$ cat config.mk
export PLATFORM = sky130hd
export DESIGN_NAME = kernel_cu_sync_flat
export DESIGN_NICKNAME = d
export VERILOG_FILES = /design/src/rtl/kernel_cu_sync_pkg.sv /design/src/rtl/kernel_cu_sync_if.sv /design/src/rtl/kernel_cu_sync_cu_done_counter.sv /design/src/rtl/kernel_cu_sync.sv /design/src/flat_wrapper.sv
export SDC_FILE = /design/constraint.sdc
export NUM_CORES = 1
export LEC_CHECK = 0
export ABC_AREA = 1
export BUFFER_PORTS_ARGS = -buffer_cell sky130_fd_sc_hd__buf_2
export CAP_MARGIN = 30
export CORE_MARGIN = 4
export CORE_UTILIZATION = 30
export CTS_CLUSTER_DIAMETER = 100
export CTS_CLUSTER_SIZE = 16
export DETAILED_ROUTE_END_ITERATION = 6
export GPL_ROUTABILITY_DRIVEN = 0
export HOLD_SLACK_MARGIN = 0.1
export SYNTH_ARGS = -nofsm -noshare
export SYNTH_HDL_FRONTEND = slang
export SYNTH_SLANG_ARGS = --single-unit
$ cat constraint.sdc
create_clock -name ap_clk -period 16 [get_ports ap_clk]
set_clock_uncertainty 0.1 [all_clocks]
set_input_delay 0.8 -clock ap_clk [delete_from_list [all_inputs] [get_ports ap_clk]]
set_output_delay 0.8 -clock ap_clk [all_outputs]
set_load 0.01 [all_outputs]
$ cat src/rtl/kernel_cu_sync_pkg.sv
// Shared state encoding and constants for the kernel compute-unit sync block.
package kernel_cu_sync_pkg;

    typedef enum logic [2:0] {
        CU_SYNC_RESET,
        IDLE,
        SETUP,
        BUSY,
        FLUSH,
        DONE
    } cu_sync_state_t;

    localparam int CU_SYNC_FLUSH_DEFAULT = 8;

    // Flush counter only has to reach FLUSH_CYCLES-1; keep at least one bit.
    function automatic int flush_cnt_width(input int cycles);
        return (cycles < 2) ? 1 : $clog2(cycles);
    endfunction

endpackage

$ cat src/rtl/kernel_cu_sync_if.sv
// Control/descriptor and per-CU handshake bundle between kernel control, the CUs and kernel_cu_sync.
interface kernel_cu_sync_if #(
    parameter int NUM_CUS = 4,
    parameter int CNT_W   = 32
);
    logic               ctrl_start;
    logic               descriptor_valid;
    logic [CNT_W-1:0]   descriptor_count;
    logic [NUM_CUS-1:0] cu_setup_req;
    logic [NUM_CUS-1:0] cu_setup_ack;
    logic [NUM_CUS-1:0] cu_done_valid;
    logic               cu_flush;
    logic               ctrl_setup;
    logic               ctrl_done;
    logic [CNT_W-1:0]   items_done;
    logic               wdog_timeout;

    modport master (
        output ctrl_start, descriptor_valid, descriptor_count, cu_setup_ack, cu_done_valid,
        input  cu_setup_req, cu_flush, ctrl_setup, ctrl_done, items_done, wdog_timeout
    );

    modport slave (
        input  ctrl_start, descriptor_valid, descriptor_count, cu_setup_ack, cu_done_valid,
        output cu_setup_req, cu_flush, ctrl_setup, ctrl_done, items_done, wdog_timeout
    );
endinterface

$ cat src/rtl/kernel_cu_sync_cu_done_counter.sv
// Popcount of per-CU done pulses into a saturating item counter; count is registered, reached
// reflects the value being loaded this cycle. No backpressure: every enabled pulse is absorbed.
module cu_done_counter #(
    parameter int NUM_CUS = 4,
    parameter int CNT_W   = 32
) (
    input  logic               clk,
    input  logic               rst_n,
    input  logic               clear,
    input  logic               enable,
    input  logic [NUM_CUS-1:0] done_valid,
    input  logic [CNT_W-1:0]   target,
    output logic [CNT_W-1:0]   count,
    output logic               reached
);
    localparam int PopW = $clog2(NUM_CUS + 1);

    logic [PopW-1:0]  pop;
    logic [CNT_W:0]   sum;
    logic [CNT_W-1:0] count_next;

    always_comb begin
        pop = '0;
        for (int i = 0; i < NUM_CUS; i++) begin
            pop = pop + PopW'(done_valid[i]);
        end
    end

    // One extra sum bit so a burst near the top of the range clamps instead of wrapping.
    always_comb begin
        sum        = {1'b0, count} + (CNT_W + 1)'(pop);
        count_next = count;
        if (clear) begin
            count_next = '0;
        end else if (enable) begin
            count_next = (sum > {1'b0, target}) ? target : sum[CNT_W-1:0];
        end
    end

    assign reached = (count_next >= target);

    always_ff @(posedge clk) begin
        if (!rst_n) begin
            count <= '0;
        end else begin
            count <= count_next;
        end
    end

endmodule

$ cat src/rtl/kernel_cu_sync.sv
// Kernel CU sync: CU setup handshake, completion counting, flush window, done hold; outputs registered, FSM reacts in one cycle.
// Optional watchdog under KERNEL_CU_SYNC_WATCHDOG_EN; without it SETUP/BUSY may wait indefinitely.
module kernel_cu_sync
    import kernel_cu_sync_pkg::*;
#(
    parameter int NUM_CUS      = 4,
    parameter int CNT_W        = 32,
    parameter int FLUSH_CYCLES = CU_SYNC_FLUSH_DEFAULT
`ifdef KERNEL_CU_SYNC_WATCHDOG_EN
    , parameter int WDOG_W     = 24
`endif
) (
    input  logic             ap_clk,
    input  logic             ap_rst_n,
    kernel_cu_sync_if.slave  bus
);
    localparam int                FlushW    = flush_cnt_width(FLUSH_CYCLES);
    localparam logic [FlushW-1:0] FlushLast = FlushW'(FLUSH_CYCLES - 1);

    cu_sync_state_t     state;
    logic               rst_q;
    logic               dv_q;
    logic [CNT_W-1:0]   target;
    logic [NUM_CUS-1:0] ack_mask;
    logic [NUM_CUS-1:0] setup_req;
    logic [FlushW-1:0]  flush_cnt;
    logic               flush_q;
    logic               setup_q;
    logic               done_q;
    logic [CNT_W-1:0]   items;
    logic               in_run;
    logic               start_cond;
    logic               abort;
    logic               all_acked;
    logic               count_en;
    logic               reached;
    logic               wdog_fire;

    always_ff @(posedge ap_clk) begin
        rst_q <= ap_rst_n;
    end

    assign in_run     = (state == SETUP) || (state == BUSY);
    assign start_cond = (state == IDLE) && bus.descriptor_valid && !dv_q && bus.ctrl_start;
    // Both levels were high on entry, so any low level here means one of them has fallen.
    assign abort      = (in_run || (state == FLUSH)) && !(bus.ctrl_start && bus.descriptor_valid);
    assign all_acked  = &(ack_mask | bus.cu_setup_ack);
    assign count_en   = !abort && ((state == BUSY) || ((state == SETUP) && all_acked));

    cu_done_counter #(
        .NUM_CUS (NUM_CUS),
        .CNT_W   (CNT_W)
    ) u_done_counter (
        .clk        (ap_clk),
        .rst_n      (rst_q),
        .clear      (start_cond),
        .enable     (count_en),
        .done_valid (bus.cu_done_valid),
        .target     (target),
        .count      (items),
        .reached    (reached)
    );

    always_ff @(posedge ap_clk) begin
        if (!rst_q) begin
            state     <= CU_SYNC_RESET;
            dv_q      <= 1'b0;
            target    <= '0;
            ack_mask  <= '0;
            setup_req <= '0;
            flush_cnt <= '0;
            flush_q   <= 1'b0;
            setup_q   <= 1'b1;
            done_q    <= 1'b0;
        end else begin
            dv_q <= bus.descriptor_valid;
            case (state)
                CU_SYNC_RESET: state <= IDLE;
                IDLE: begin
                    if (start_cond) begin
                        target    <= bus.descriptor_count;
                        ack_mask  <= '0;
                        setup_req <= '1;
                        setup_q   <= 1'b0;
                        state     <= SETUP;
                    end
                end
                SETUP, BUSY: begin
                    if (abort) begin
                        setup_req <= '0;
                        setup_q   <= 1'b1;
                        state     <= IDLE;
                    end else begin
                        setup_req <= setup_req & ~bus.cu_setup_ack;
                        ack_mask  <= ack_mask | bus.cu_setup_ack;
                        if (wdog_fire || (((state == BUSY) || all_acked) && reached)) begin
                            flush_cnt <= '0;
                            flush_q   <= 1'b1;
                            state     <= FLUSH;
                        end else if ((state == SETUP) && all_acked) begin
                            state <= BUSY;
                        end
                    end
                end
                FLUSH: begin
                    if (abort) begin
                        flush_q <= 1'b0;
                        setup_q <= 1'b1;
                        state   <= IDLE;
                    end else if (flush_cnt == FlushLast) begin
                        flush_q <= 1'b0;
                        done_q  <= 1'b1;
                        setup_q <= 1'b1;
                        state   <= DONE;
                    end else begin
                        flush_cnt <= flush_cnt + FlushW'(1);
                    end
                end
                DONE: begin
                    if (!bus.ctrl_start) begin
                        done_q <= 1'b0;
                        state  <= IDLE;
                    end
                end
                default: state <= IDLE;
            endcase
        end
    end

`ifdef KERNEL_CU_SYNC_WATCHDOG_EN
    logic [WDOG_W-1:0] wdog_cnt;
    logic              wdog_q;
    logic              wdog_event;

    assign wdog_event = (|bus.cu_setup_ack) || (|bus.cu_done_valid);
    // Fire on the step onto all-ones so the timeout is visible right after 2^WDOG_W-1 quiet cycles.
    assign wdog_fire  = in_run && !wdog_event && (wdog_cnt == ~WDOG_W'(1));

    always_ff @(posedge ap_clk) begin
        if (!rst_q) begin
            wdog_cnt <= '0;
            wdog_q   <= 1'b0;
        end else begin
            if (!in_run || wdog_event) begin
                wdog_cnt <= '0;
            end else begin
                wdog_cnt <= wdog_cnt + WDOG_W'(1);
            end
            if (wdog_fire) begin
                wdog_q <= 1'b1;
            end
        end
    end

    assign bus.wdog_timeout = wdog_q;
`else
    assign wdog_fire        = 1'b0;
    assign bus.wdog_timeout = 1'b0;
`endif

    assign bus.cu_setup_req = setup_req;
    assign bus.cu_flush     = flush_q;
    assign bus.ctrl_setup   = setup_q;
    assign bus.ctrl_done    = done_q;
    assign bus.items_done   = items;

endmodule

$ cat src/flat_wrapper.sv
// flat-port wrapper written by rule: the top's interface ports become plain ports
module kernel_cu_sync_flat import kernel_cu_sync_pkg::*;
#(
    parameter int NUM_CUS      = 4,
    parameter int CNT_W        = 32,
    parameter int FLUSH_CYCLES = CU_SYNC_FLUSH_DEFAULT

)
  (ap_clk, ap_rst_n, bus_ctrl_start, bus_descriptor_valid, bus_descriptor_count, bus_cu_setup_ack, bus_cu_done_valid, bus_cu_setup_req, bus_cu_flush, bus_ctrl_setup, bus_ctrl_done, bus_items_done, bus_wdog_timeout);
  kernel_cu_sync_if #(.NUM_CUS(NUM_CUS), .CNT_W(CNT_W)) bus_i ();
  input  logic ap_clk;
  input  logic ap_rst_n;
  input wire logic [$bits(bus_i.ctrl_start)-1:0] bus_ctrl_start;
  input wire logic [$bits(bus_i.descriptor_valid)-1:0] bus_descriptor_valid;
  input wire logic [$bits(bus_i.descriptor_count)-1:0] bus_descriptor_count;
  input wire logic [$bits(bus_i.cu_setup_ack)-1:0] bus_cu_setup_ack;
  input wire logic [$bits(bus_i.cu_done_valid)-1:0] bus_cu_done_valid;
  output wire logic [$bits(bus_i.cu_setup_req)-1:0] bus_cu_setup_req;
  output wire logic [$bits(bus_i.cu_flush)-1:0] bus_cu_flush;
  output wire logic [$bits(bus_i.ctrl_setup)-1:0] bus_ctrl_setup;
  output wire logic [$bits(bus_i.ctrl_done)-1:0] bus_ctrl_done;
  output wire logic [$bits(bus_i.items_done)-1:0] bus_items_done;
  output wire logic [$bits(bus_i.wdog_timeout)-1:0] bus_wdog_timeout;
  assign bus_i.ctrl_start = bus_ctrl_start;
  assign bus_i.descriptor_valid = bus_descriptor_valid;
  assign bus_i.descriptor_count = bus_descriptor_count;
  assign bus_i.cu_setup_ack = bus_cu_setup_ack;
  assign bus_i.cu_done_valid = bus_cu_done_valid;
  assign bus_cu_setup_req = bus_i.cu_setup_req;
  assign bus_cu_flush = bus_i.cu_flush;
  assign bus_ctrl_setup = bus_i.ctrl_setup;
  assign bus_ctrl_done = bus_i.ctrl_done;
  assign bus_items_done = bus_i.items_done;
  assign bus_wdog_timeout = bus_i.wdog_timeout;
  kernel_cu_sync #(.NUM_CUS(NUM_CUS), .CNT_W(CNT_W), .FLUSH_CYCLES(FLUSH_CYCLES)) u_core (.ap_clk(ap_clk), .ap_rst_n(ap_rst_n), .bus(bus_i));
endmodule
==> load_flow_metrics.sql <==
INSERT INTO impl_metrics (metric_group, metric, value, unit) VALUES
('status', 'run_status', 'finished, final reports clean', ''),
('layout', 'share_of_cells_above_drive_strength_1', '0.1367', ''),
('cts', 'clock_pin_slew_on_the_worst_setup_and_hold_paths', '0.06', 'ns'),
('flow_run', 'maxCapViolations', '0', ''),
('synthesis', 'yosys_warnings', '0', ''),
('cts', 'buffers_inserted_during_post_cts_setup_optimization', '0', ''),
('floorplanning', 'die_w', '152.7', 'um'),
('setup_path', 'end_kind', 'register', ''),
('setup_path', 'crit_required', '16.13', 'ns'),
('setup_path', 'kind_of_critical_path', 'in2reg', ''),
('detailed_routing', 'residual_drc_count', '0', ''),
('synthesis', 'ff_latch_count_synth', '83', ''),
('synthesis', 'synth.avg_cell_area', '6.567', 'um2'),
('setup_path', 'timing.critical_path.slowest_stage_cell', 'sky130_fd_sc_hd__nand2_4', ''),
('synthesis', 'syn-num-nets', '1070', ''),
('synthesis', 'syn-cell-area', '6279', 'um2'),
('setup_path', 'most_repeated_library_cell_on_the_critical_path', 'sky130_fd_sc_hd__nand2_1', ''),
('cts', 'cts_num_sinks', '83', ''),
('placement', 'worst_case_setup_slack_after_placement', '8.471', 'ns'),
('synthesis', 'synthesis.instances', '956', ''),
('detailed_routing', 'wl_per_cell', '14.49', 'um'),
('sta', 'slew_violations', '0', ''),
('detailed_routing', 'first_pass_iters', '5', ''),
('setup_path', 'critical_path.max_fanout', '36', ''),
('floorplanning', 'top_level_ports', '84', ''),
('detailed_routing', 'drt_iter0_markers', '495', ''),
('setup_path', 'cp_slowest_stage_delay', '0.61', 'ns'),
('power', 'static-leakage-power', '3.693', 'nW'),
('global_route', 'global_route_wire_length_before_repair', '31210', 'um'),
('global_route', 'gr-total-overflow', '0', ''),
('sta', 'whs', '0.3447', 'ns'),
('floorplanning', 'design.core.area', '20430', 'um2'),
('cts', 'cts_repair_resize_count', '0', ''),
('cts', 'cts_made_buffers', '9', ''),
('cts', 'root_buffer', 'sky130_fd_sc_hd__clkbuf_16', ''),
('floorplanning', 'number_of_rows_created_at_floorplan', '52', ''),
('layout', 'area.growth.synth_to_final', '14.27', '%'),
('detailed_routing', 'via_count', '6226', ''),
('sta', 'setup_repair_after_global_routing_missed_its_margin', 'false', ''),
('cts', 'clock_tree_from_tritoncts', 'built', ''),
('synthesis', 'yosysTopAreaCell', 'sky130_fd_sc_hd__dfxtp_1', ''),
('global_route', 'number_of_global_route_vias_before_repair', '6187', ''),
('sta', 'fin_setup_tns', '0', 'ns'),
('setup_path', 'critical_path.startpoint_type', 'input pin', ''),
('layout', 'num-nets-final', '1133', ''),
('floorplanning', 'design.die.area', '23310', 'um2'),
('detailed_routing', 'routed_wl', '18750', 'um'),
('sta', 'achievable-frequency', '0.1391', 'GHz'),
('floorplanning', 'initial_utilization', '0.3073', ''),
('cts', 'hold_buffers', '0', ''),
('global_route', 'grt_usage', '0.1631', ''),
('sta', 'setup_viol', '0', ''),
('synthesis', 'synth-async-reset-ratio', '0', ''),
('global_route', 'grt_antenna_before_repair', '0', ''),
('power', 'ir_worst_vdd', '0.00006155', 'V'),
('floorplanning', 'height_of_the_die', '152.7', 'um'),
('cts', 'clock_tree.buffer_depth', '2', ''),
('placement', 'buffer_ports.inserted', '82', ''),
('detailed_routing', 'route.detailed.vias_per_inst', '4.811', ''),
('synthesis', 'yosysTopAreaCellShare', '0.2646', ''),
('layout', 'diodes', '0', ''),
('sta', 'final_critical_path_setup_slack', '8.813', 'ns'),
('synthesis', 'ys.flop_type', 'sky130_fd_sc_hd__dfxtp_1', ''),
('placement', 'hpwlAfterDp', '14040', 'um'),
('synthesis', 'ys_types', '39', ''),
('sta', 'post-route-min-period', '7.187', 'ns'),
('sta', 'finalHoldViolations', '0', ''),
('detailed_routing', 'antenna_violating_nets_left', '0', ''),
('cts', 'clk-insertion-delay-late', '0.35', 'ns'),
('setup_path', 'critPathArrivalTime', '7.32', 'ns'),
('worst_hold_path', 'timing.hold.worst.class', 'reg2reg', ''),
('sta', 'timing.max_slew.rel_slack', '0.4007', ''),
('sta', 'min_period_over_period', '0.4492', ''),
('synthesis', 'synth-seq-area-share', '0.2646', ''),
('sta', 'timing_worst_slew_pin_value', '0.8967', 'ns'),
('synthesis', 'number_of_enable_flip_flop_cells_after_synthesis', '0', ''),
('power', 'pwr_density_cell', '95.73', 'nW/um2'),
('layout', 'final_core_density', '0.3512', ''),
('global_route', 'grt_max_degree', '90', ''),
('synthesis', 'ys_top_cells_by_area', 'sky130_fd_sc_hd__dfxtp_1 (26%), sky130_fd_sc_hd__ha_1 (13%), sky130_fd_sc_hd__nand2_1 (12%), sky130_fd_sc_hd__inv_1 (8.8%), sky130_fd_sc_hd__nand3_1 (7.5%)', ''),
('cts', 'cts-htree-levels', '3', ''),
('layout', 'fill_count', '2291', '');
cell usage in the layout, fill, tap and decap left out, drive strengths merged:
cell type,instances
o21a,2
nor2,96
a21oi,71
nor3,31
bufinv,1
fa,3
o211a,4
clkinv,6
a21o,1
nand4,9
or2,9
a21boi,1
clkbuf,10
ha,67
nor3b,1
a31oi,1
conb,1
o21bai,2
dfxtp,83
nor4,2
nand3b,2
nand2,203
xor2,25
buf,86
inv,153
a211oi,1
o21ai,56
nand3,97
routing by layer:
metal | GRT usage | part of all wire | vias up
li1 | - | - | 3193
met1 | 0.2128 | 0.45 | 2822
met2 | 0.2721 | 0.47 | 186
met3 | 0.03550 | 0.064 | 25
met4 | 0.04625 | 0.016 | 0
met5 | 0 | 0 | -
cells in the mapped netlist, drive strengths merged (2+ instances only):
master  instances
nand2         203
inv           153
nand3          97
nor2           96
dfxtp          83
a21oi          71
ha             67
o21ai          56
nor3           31
xor2           25
clkbuf         20
buf            14
nand4           9
or2             9
o211a           4
fa              3
nand3b          2
nor4            2
o21a            2
o21bai          2
sequential cells by signal, indices dropped and copies added (netlist names), 3 cells and up:
name	cells
u_core.ack_mask	4
u_core.bus.cu_setup_req	4
u_core.flush_cnt	3
u_core.state	3
u_core.target	32
u_core.u_done_counter.count	32
report_power, final:
group	total, mW	internal (mW)	switching, mW
logic	0.243	0.0679	0.175
clock network	0.210	0.124	0.0864
registers	0.233	0.223	0.0102
total	0.687	0.415	0.272
cell families after synthesis:
| kind of cell | after synthesis | share of synthesized area |
|---|---|---|
| simple gates | 450 | 0.3196 |
| buf+inv | 188 | 0.1202 |
| compound gates | 139 | 0.1170 |
| flops | 83 | 0.2646 |
| fa+ha+maj | 70 | 0.1431 |
| xor+xnor | 25 | 0.03487 |
| other cells | 1 | 0.0005973 |
final timing paths:
check        cells after the start             endpoint  slack, ns                           start
max                             40  u_core.flush_cnt[1]       8.81            bus_cu_done_valid[0]
min                              2  u_core.bus.cu_flush       0.34             u_core.bus.cu_flush
max reg2reg                     38  u_core.flush_cnt[1]       9.49  u_core.u_done_counter.count[0]
min reg2reg                      2  u_core.bus.cu_flush       0.34             u_core.bus.cu_flush
worst max-delay path, delay by kind of cell:
kind	cells	cell delay, ns
simple gates	22	3.47
buf+inv	8	0.71
fa+ha+maj	5	1.71
compound gates	5	0.61
through the flow:
stage	instances	power (mW)	instance area (um2)
detailed placement	1278	0.4800	6880
floorplan	956	0.4269	6279
finish	1294	0.6868	7174
global placement	1278	0.4771	6880
CTS	1294	0.6943	7174
global route	1294	0.7392	7174
final cells by class:
cell class                      count  area, um2  share of cell area
Inverter                          154      578.1             0.08057
Multi-Input combinational cell    685       3862              0.5384
Clock inverter                      6      55.05            0.007674
Sequential cell                    83       1662              0.2316
Timing Repair Buffer               86      440.4             0.06139
Tap cell                          270      337.8             0.04709
Clock buffer                       10      239.0             0.03331
(Power assumes the default switching activity.)
